===== config.mk =====
export PLATFORM = sky130hd
export DESIGN_NAME = arb_requester
export DESIGN_NICKNAME = d
export VERILOG_FILES = /design/src/rtl/arb_pkg.sv /design/src/rtl/req_cmd_fifo.sv /design/src/rtl/arb_requester.sv
export SDC_FILE = /design/constraint.sdc
export NUM_CORES = 1
export LEC_CHECK = 0
export BUFFER_PORTS_ARGS = -buffer_cell sky130_fd_sc_hd__buf_4
export CORE_ASPECT_RATIO = 0.9
export CORE_MARGIN = 1.5
export CORE_UTILIZATION = 31
export CTS_CLUSTER_DIAMETER = 30
export DETAILED_ROUTE_END_ITERATION = 16
export GPL_ROUTABILITY_DRIVEN = 0
export PLACE_DENSITY = 0.46
export SYNTH_ARGS = -nofsm -noshare
export SYNTH_HDL_FRONTEND = slang
export SYNTH_SLANG_ARGS = --single-unit

===== constraint.sdc =====
create_clock -name clock -period 3.3 [get_ports clock]
set_input_delay 0 -clock clock [delete_from_list [all_inputs] [get_ports clock]]
set_output_delay 0 -clock clock [all_outputs]
set_load 0.02 [all_outputs]

===== src/rtl/arb_pkg.sv =====
`default_nettype none
// ============================================================================
// Module      : arb_pkg
// Description : Shared definitions for the arbitration requester: one-hot
//               FSM state encoding and default sizing parameters.
// Revision    : 1.0 - initial release
// ============================================================================
package arb_pkg;

  // Default sizing for the requester and its command queue
  localparam int unsigned LEN_W_DEF   = 4;
  localparam int unsigned DEPTH_DEF   = 4;
  localparam int unsigned TIMEOUT_DEF = 16;

  // One-hot requester states; RELEASE extends the original 3-bit set to 4 bits
  typedef enum logic [3:0] {
    ST_IDLE    = 4'b0001,
    ST_REQ     = 4'b0010,
    ST_GRANT   = 4'b0100,
    ST_RELEASE = 4'b1000
  } arb_state_e;

endpackage
`default_nettype wire


===== src/rtl/req_cmd_fifo.sv =====
`default_nettype none
// ============================================================================
// Module      : req_cmd_fifo
// Description : Synchronous FIFO holding burst-length commands. Pointers carry
//               one wrap bit so full and empty are distinguishable.
// Revision    : 1.0 - initial release
// ============================================================================
module req_cmd_fifo
  import arb_pkg::*;
#(
  parameter int unsigned WIDTH = LEN_W_DEF,
  parameter int unsigned DEPTH = DEPTH_DEF
) (
  input  logic             clock,
  input  logic             reset,
  input  logic             push_i,
  input  logic [WIDTH-1:0] push_data_i,
  input  logic             pop_i,
  output logic [WIDTH-1:0] pop_data_o,
  output logic             full_o,
  output logic             empty_o
);

  localparam int unsigned AW = $clog2(DEPTH);

  logic [AW:0]      wr_ptr_q;
  logic [AW:0]      rd_ptr_q;
  logic [WIDTH-1:0] mem_q [DEPTH];
  logic             push_ok;
  logic             pop_ok;

  assign full_o     = (wr_ptr_q[AW] != rd_ptr_q[AW]) &&
                      (wr_ptr_q[AW-1:0] == rd_ptr_q[AW-1:0]);
  assign empty_o    = (wr_ptr_q == rd_ptr_q);
  assign push_ok    = push_i && !full_o;
  assign pop_ok     = pop_i && !empty_o;
  assign pop_data_o = mem_q[rd_ptr_q[AW-1:0]];

  // Storage write; contents are never observed while empty, so no reset
  always_ff @(posedge clock) begin
    if (push_ok) begin
      mem_q[wr_ptr_q[AW-1:0]] <= push_data_i;
    end
  end

  // Read/write pointer advance; reset empties the queue
  always_ff @(posedge clock or posedge reset) begin
    if (reset) begin
      wr_ptr_q <= '0;
      rd_ptr_q <= '0;
    end else begin
      if (push_ok) wr_ptr_q <= wr_ptr_q + (AW+1)'(1);
      if (pop_ok)  rd_ptr_q <= rd_ptr_q + (AW+1)'(1);
    end
  end

endmodule
`default_nettype wire


===== src/rtl/arb_requester.sv =====
`default_nettype none
// ============================================================================
// Module      : arb_requester
// Description : Initiator side of the req/gnt arbitration handshake. Queues
//               burst commands, requests the bus, counts granted beats,
//               abandons a request after TIMEOUT ungranted cycles and waits
//               for the grant to fall before the next command.
// Revision    : 1.0 - initial release
// ============================================================================
module arb_requester
  import arb_pkg::*;
#(
  parameter int unsigned LEN_W   = LEN_W_DEF,
  parameter int unsigned DEPTH   = DEPTH_DEF,
  parameter int unsigned TIMEOUT = TIMEOUT_DEF
) (
  input  logic             clock,
  input  logic             reset,
  input  logic             cmd_valid,
  input  logic [LEN_W-1:0] cmd_len,
  output logic             cmd_ready,
  output logic             req,
  input  logic             gnt,
  output logic             beat_valid,
  output logic             done,
  output logic             timeout,
  output logic             busy
);

  localparam int unsigned       WAIT_W    = $clog2(TIMEOUT);
  localparam logic [WAIT_W-1:0] WAIT_LAST = WAIT_W'(TIMEOUT - 1);

  arb_state_e        state_q, state_d;
  logic [LEN_W-1:0]  remaining_q, remaining_d;
  logic [WAIT_W-1:0] wait_cnt_q, wait_cnt_d;
  logic              req_q, req_d;
  logic              done_q, done_d;
  logic              timeout_q, timeout_d;

  logic              fifo_pop;
  logic              fifo_full;
  logic              fifo_empty;
  logic [LEN_W-1:0]  fifo_data;

  req_cmd_fifo #(
    .WIDTH (LEN_W),
    .DEPTH (DEPTH)
  ) u_fifo (
    .clock       (clock),
    .reset       (reset),
    .push_i      (cmd_valid),
    .push_data_i (cmd_len),
    .pop_i       (fifo_pop),
    .pop_data_o  (fifo_data),
    .full_o      (fifo_full),
    .empty_o     (fifo_empty)
  );

  assign cmd_ready  = !fifo_full;
  assign req        = req_q;
  assign done       = done_q;
  assign timeout    = timeout_q;
  assign beat_valid = (state_q == ST_GRANT) && gnt;
  assign busy       = (state_q != ST_IDLE) || !fifo_empty;

  // Next-state, counters and pulse generation for the handshake FSM
  always_comb begin
    state_d     = state_q;
    remaining_d = remaining_q;
    wait_cnt_d  = wait_cnt_q;
    done_d      = 1'b0;
    timeout_d   = 1'b0;
    fifo_pop    = 1'b0;
    case (state_q)
      ST_IDLE: begin
        if (!fifo_empty) begin
          fifo_pop = 1'b1;
          if (fifo_data == '0) begin
            // Zero-length command completes without touching the arbiter
            done_d = 1'b1;
          end else begin
            remaining_d = fifo_data;
            wait_cnt_d  = '0;
            state_d     = ST_REQ;
          end
        end
      end
      ST_REQ: begin
        if (gnt) begin
          state_d = ST_GRANT;
        end else if (wait_cnt_q == WAIT_LAST) begin
          timeout_d   = 1'b1;
          remaining_d = '0;
          state_d     = ST_RELEASE;
        end else begin
          wait_cnt_d = wait_cnt_q + WAIT_W'(1);
        end
      end
      ST_GRANT: begin
        if (gnt) begin
          // remaining is at least 1 here, so the decrement cannot wrap
          remaining_d = remaining_q - LEN_W'(1);
          if (remaining_q == LEN_W'(1)) begin
            done_d  = 1'b1;
            state_d = ST_RELEASE;
          end
        end else begin
          // Grant withdrawn mid-burst: keep requesting with a fresh timeout
          wait_cnt_d = '0;
          state_d    = ST_REQ;
        end
      end
      ST_RELEASE: begin
        if (!gnt) state_d = ST_IDLE;
      end
      default: state_d = ST_IDLE;
    endcase
    req_d = (state_d == ST_REQ) || (state_d == ST_GRANT);
  end

  // State and output registers; reset drops req without waiting for a clock
  always_ff @(posedge clock or posedge reset) begin
    if (reset) begin
      state_q     <= ST_IDLE;
      remaining_q <= '0;
      wait_cnt_q  <= '0;
      req_q       <= 1'b0;
      done_q      <= 1'b0;
      timeout_q   <= 1'b0;
    end else begin
      state_q     <= state_d;
      remaining_q <= remaining_d;
      wait_cnt_q  <= wait_cnt_d;
      req_q       <= req_d;
      done_q      <= done_d;
      timeout_q   <= timeout_d;
    end
  end

endmodule
`default_nettype wire

==> run metrics <==
final std cells w/o fill=roughly 230; crit-path cells=mux4_2 > or4_4 > and2_1 > or2_1 > or3_1; fraction of registers with async set or reset after synthesis=0.568; Worst-Margin Slew=0.810 ns; MaxCap Viol Count=0; vias post-DR=1126; Slew Limit Fails=0; Worst Hold Depth=3; fmax=0.379 GHz; initial antenna violation count=0; area grow syn2layout=18.3%; clock skew=0.00852 ns; Nets=179; DR iter-0 viols=42; crit path capture type=flip-flop; final-report hold violation count=0; Ports=14; die width=82.3 um; grt ovf=0; top post-synthesis cells by area=dfrtp_1, edfxtp_1, ha_1, mux4_2, xnor2_1; Min-Delay Startpoint=cmd_valid; clk slew on worst S/H paths=approximately 0.090 ns; final wirelength=3360 um; post-DR vias/cell=about 4.9; root buffer cell=clkbuf_8; post-synth cell types=37; DRC=0; post-CTS sizing=0; drt wl/cell=about 15 um; Clock Latency Late Sink=0.29 ns; Reg2Reg Depth=5; share of cells above drive strength 1=0.183; Post-Syn Area per Cell=between 10 and 15 um2; Crit path arrival time=2.81 ns; Fin Hold WS=0.0794 ns; CTS Buf Count=5; Synth Area in Simple Gates=0.155; leading register cell type out of synthesis=dfrtp_1; worst reg2reg path startpoint=u_fifo.rd_ptr_q[0]$_DFFE_PP0P_; status=completed; total negative slack=0 ns; CTS tree=yes; core footprint=5350 um2; vias in the first global route=1124; kind of critical path=reg -> reg; CP max-delay cell=mux4_2; Power Density=881 nW/um2; Clock Path Buffers=2; largest family of logic cells by synthesized area=simple AND/OR/NAND/NOR gates; worst vdd rail ir drop=0.417 mV; total clock sinks=37; count leader, synth=dfrtp_1; Worst Path Max Fanout=7; Critical R2R Capture=req$_DFF_PP0_; postcts setup bufs=0; Synth warnings=0; Cells after DPL=217; Max stage delay on crit path=between 0.5 and 0.6 ns; Port Buffer Count=13; Antenna Cells=0; #FFs+latches synth=37; Synth Area in Compound Gates=0.0700; CTS Hold Bufs=6; Tcrit/Tclk final=0.800; Synth Area in XOR/XNOR=0.0500; Leak=0.846 nW; die extent in y=between 70 and 80 um; Yosys top cell by area=dfrtp_1; Syn Nets=~160; Synth Instances=139; HP Class=in -> reg; DIE AREA=6120 um2; Seq/Total Area, Yosys=0.575; Min-Delay Endpoint=u_fifo.wr_ptr_q[0]$_DFFE_PP0P_; post-DP HPWL=between 2000 and 3000 um; drt first pass iters=4; RSZ-0062 raised after global routing=no; Post-Syn Area=about 1800 um2; initial cell density of the core=0.328; Post-Synth Adder-Cell Area=0.0571; Yosys top cell area share=0.286; num rows=25; Commonest cells post-synth=dfrtp_1, edfxtp_1, inv_1; GRT Total Usage=0.127; startpoint types=flip-flop; final setup fails=0; first-pass GRT wire length=5620 um; EDFF count, synth=16; largest net degree at the start of global routing=22; crit path time final=2.64 ns; Required @ worst endpoint=3.47 ns; reg2reg setup slack=0.66 ns; CTS H-Tree Depth=2; worst relative slew slack=0.459; antenna-violating nets left=0; multiplexer share of the synthesized area=0.0635
## worst max path at each step
| stage | cells past startpoint | start | end |
|---|---|---|---|
| floorplan | 6 | u_fifo.rd_ptr_q[0]$_DFFE_PP0P_ | req$_DFF_PP0_ |
| global placement | 5 | u_fifo.rd_ptr_q[0]$_DFFE_PP0P_ | req$_DFF_PP0_ |
| detailed placement | 5 | u_fifo.rd_ptr_q[0]$_DFFE_PP0P_ | req$_DFF_PP0_ |
| CTS | 5 | u_fifo.rd_ptr_q[0]$_DFFE_PP0P_ | req$_DFF_PP0_ |
| global route | 5 | u_fifo.rd_ptr_q[0]$_DFFE_PP0P_ | req$_DFF_PP0_ |
| finish | 5 | u_fifo.rd_ptr_q[0]$_DFFE_PP0P_ | req$_DFF_PP0_ |
## metal layers
metal	global-route usage	vias up	wire [um]
met5	0	-	0
met3	0.0331	4	129
li1	-	549	-
met2	0.201	22	1570
met1	0.170	551	1620
met4	0.0395	0	34
## layout make-up
class	count	area, um2
Clock inverter	3	25.0
Clock buffer	5	68.8
Fill cell	507	3280
Tap cell	67	83.8
Multi-Input combinational cell	90	693
Timing Repair Buffer	19	158
Sequential cell	37	1010
Inverter	10	37.5
## registers in the layout, indices dropped and copies added (netlist names)
register	flops
u_fifo.wr_ptr_q	3
timeout	1
u_fifo.mem_q	16
done	1
remaining_q	4
wait_cnt_q	4
u_fifo.rd_ptr_q	3
req	1
state_q	4
## kinds of logic (layout without fill, tap and decap cells)
family,count (synthesis),count (layout)
adders and majority gates,8,8
and+or+nand+nor,46,46
buffers and inverters,12,37
DFF,37,37
AOI/OAI and AO/OA,20,20
muxes,6,6
xor gates and xnor gates,10,10
## layout by cell type, fill, tap and decap left out
master	n
nor2_1	8
a211oi_2	1
nor4b_1	2
inv_6	2
or3_1	2
mux2i_1	1
and3_1	4
nand4_1	1
dfrtp_1	20
nand2b_1	2
edfxtp_1	16
a211oi_1	2
o22ai_1	1
nand2_1	7
nand3b_1	2
and2_1	4
buf_4	13
o21ai_1	8
dlygate4sd3_1	6
xor2_1	4
a2bb2oi_1	1
ha_1	8
clkbuf_8	5
mux2_2	1
mux4_2	4
or2_1	3
nand3_1	3
dfstp_2	1
a31oi_1	1
a21oi_1	4
nor3_1	2
xnor2_1	6
nor3b_1	2
or4_4	1
clkinvlp_4	1
or4b_1	2
inv_1	10
a32oi_1	1
o21ai_0	1
or3_4	1
## metrics by stage
step	total power, mW	area (um2)	worst slack, ns	util
2_1_floorplan	1.32	1750	0.880	-
3_3_place_gp	1.48	1920	0.709	0.359
3_5_place_dp	1.51	1920	0.671	0.359
4_1_cts	1.85	2070	0.649	0.388
5_1_grt	1.97	2070	0.538	0.388
6_report	1.83	2070	0.661	0.388
## worst max-delay path, delay by kind of cell, from the launching register on
kind / cells / cell delay, ns
AND/OR/NAND/NOR: 4 / 1.38
multiplexers: 1 / 0.58
flip-flops: 1 / 0.55
## report_power, final
part / leakage, nW / switching [mW] / total [mW] / internal, mW
combinational: 0.390 / 0.384 / 0.728 / 0.343
sequential: 0.412 / 0.129 / 0.764 / 0.636
clock: 0.0452 / 0.181 / 0.335 / 0.154
(Power assumes the default switching activity.)
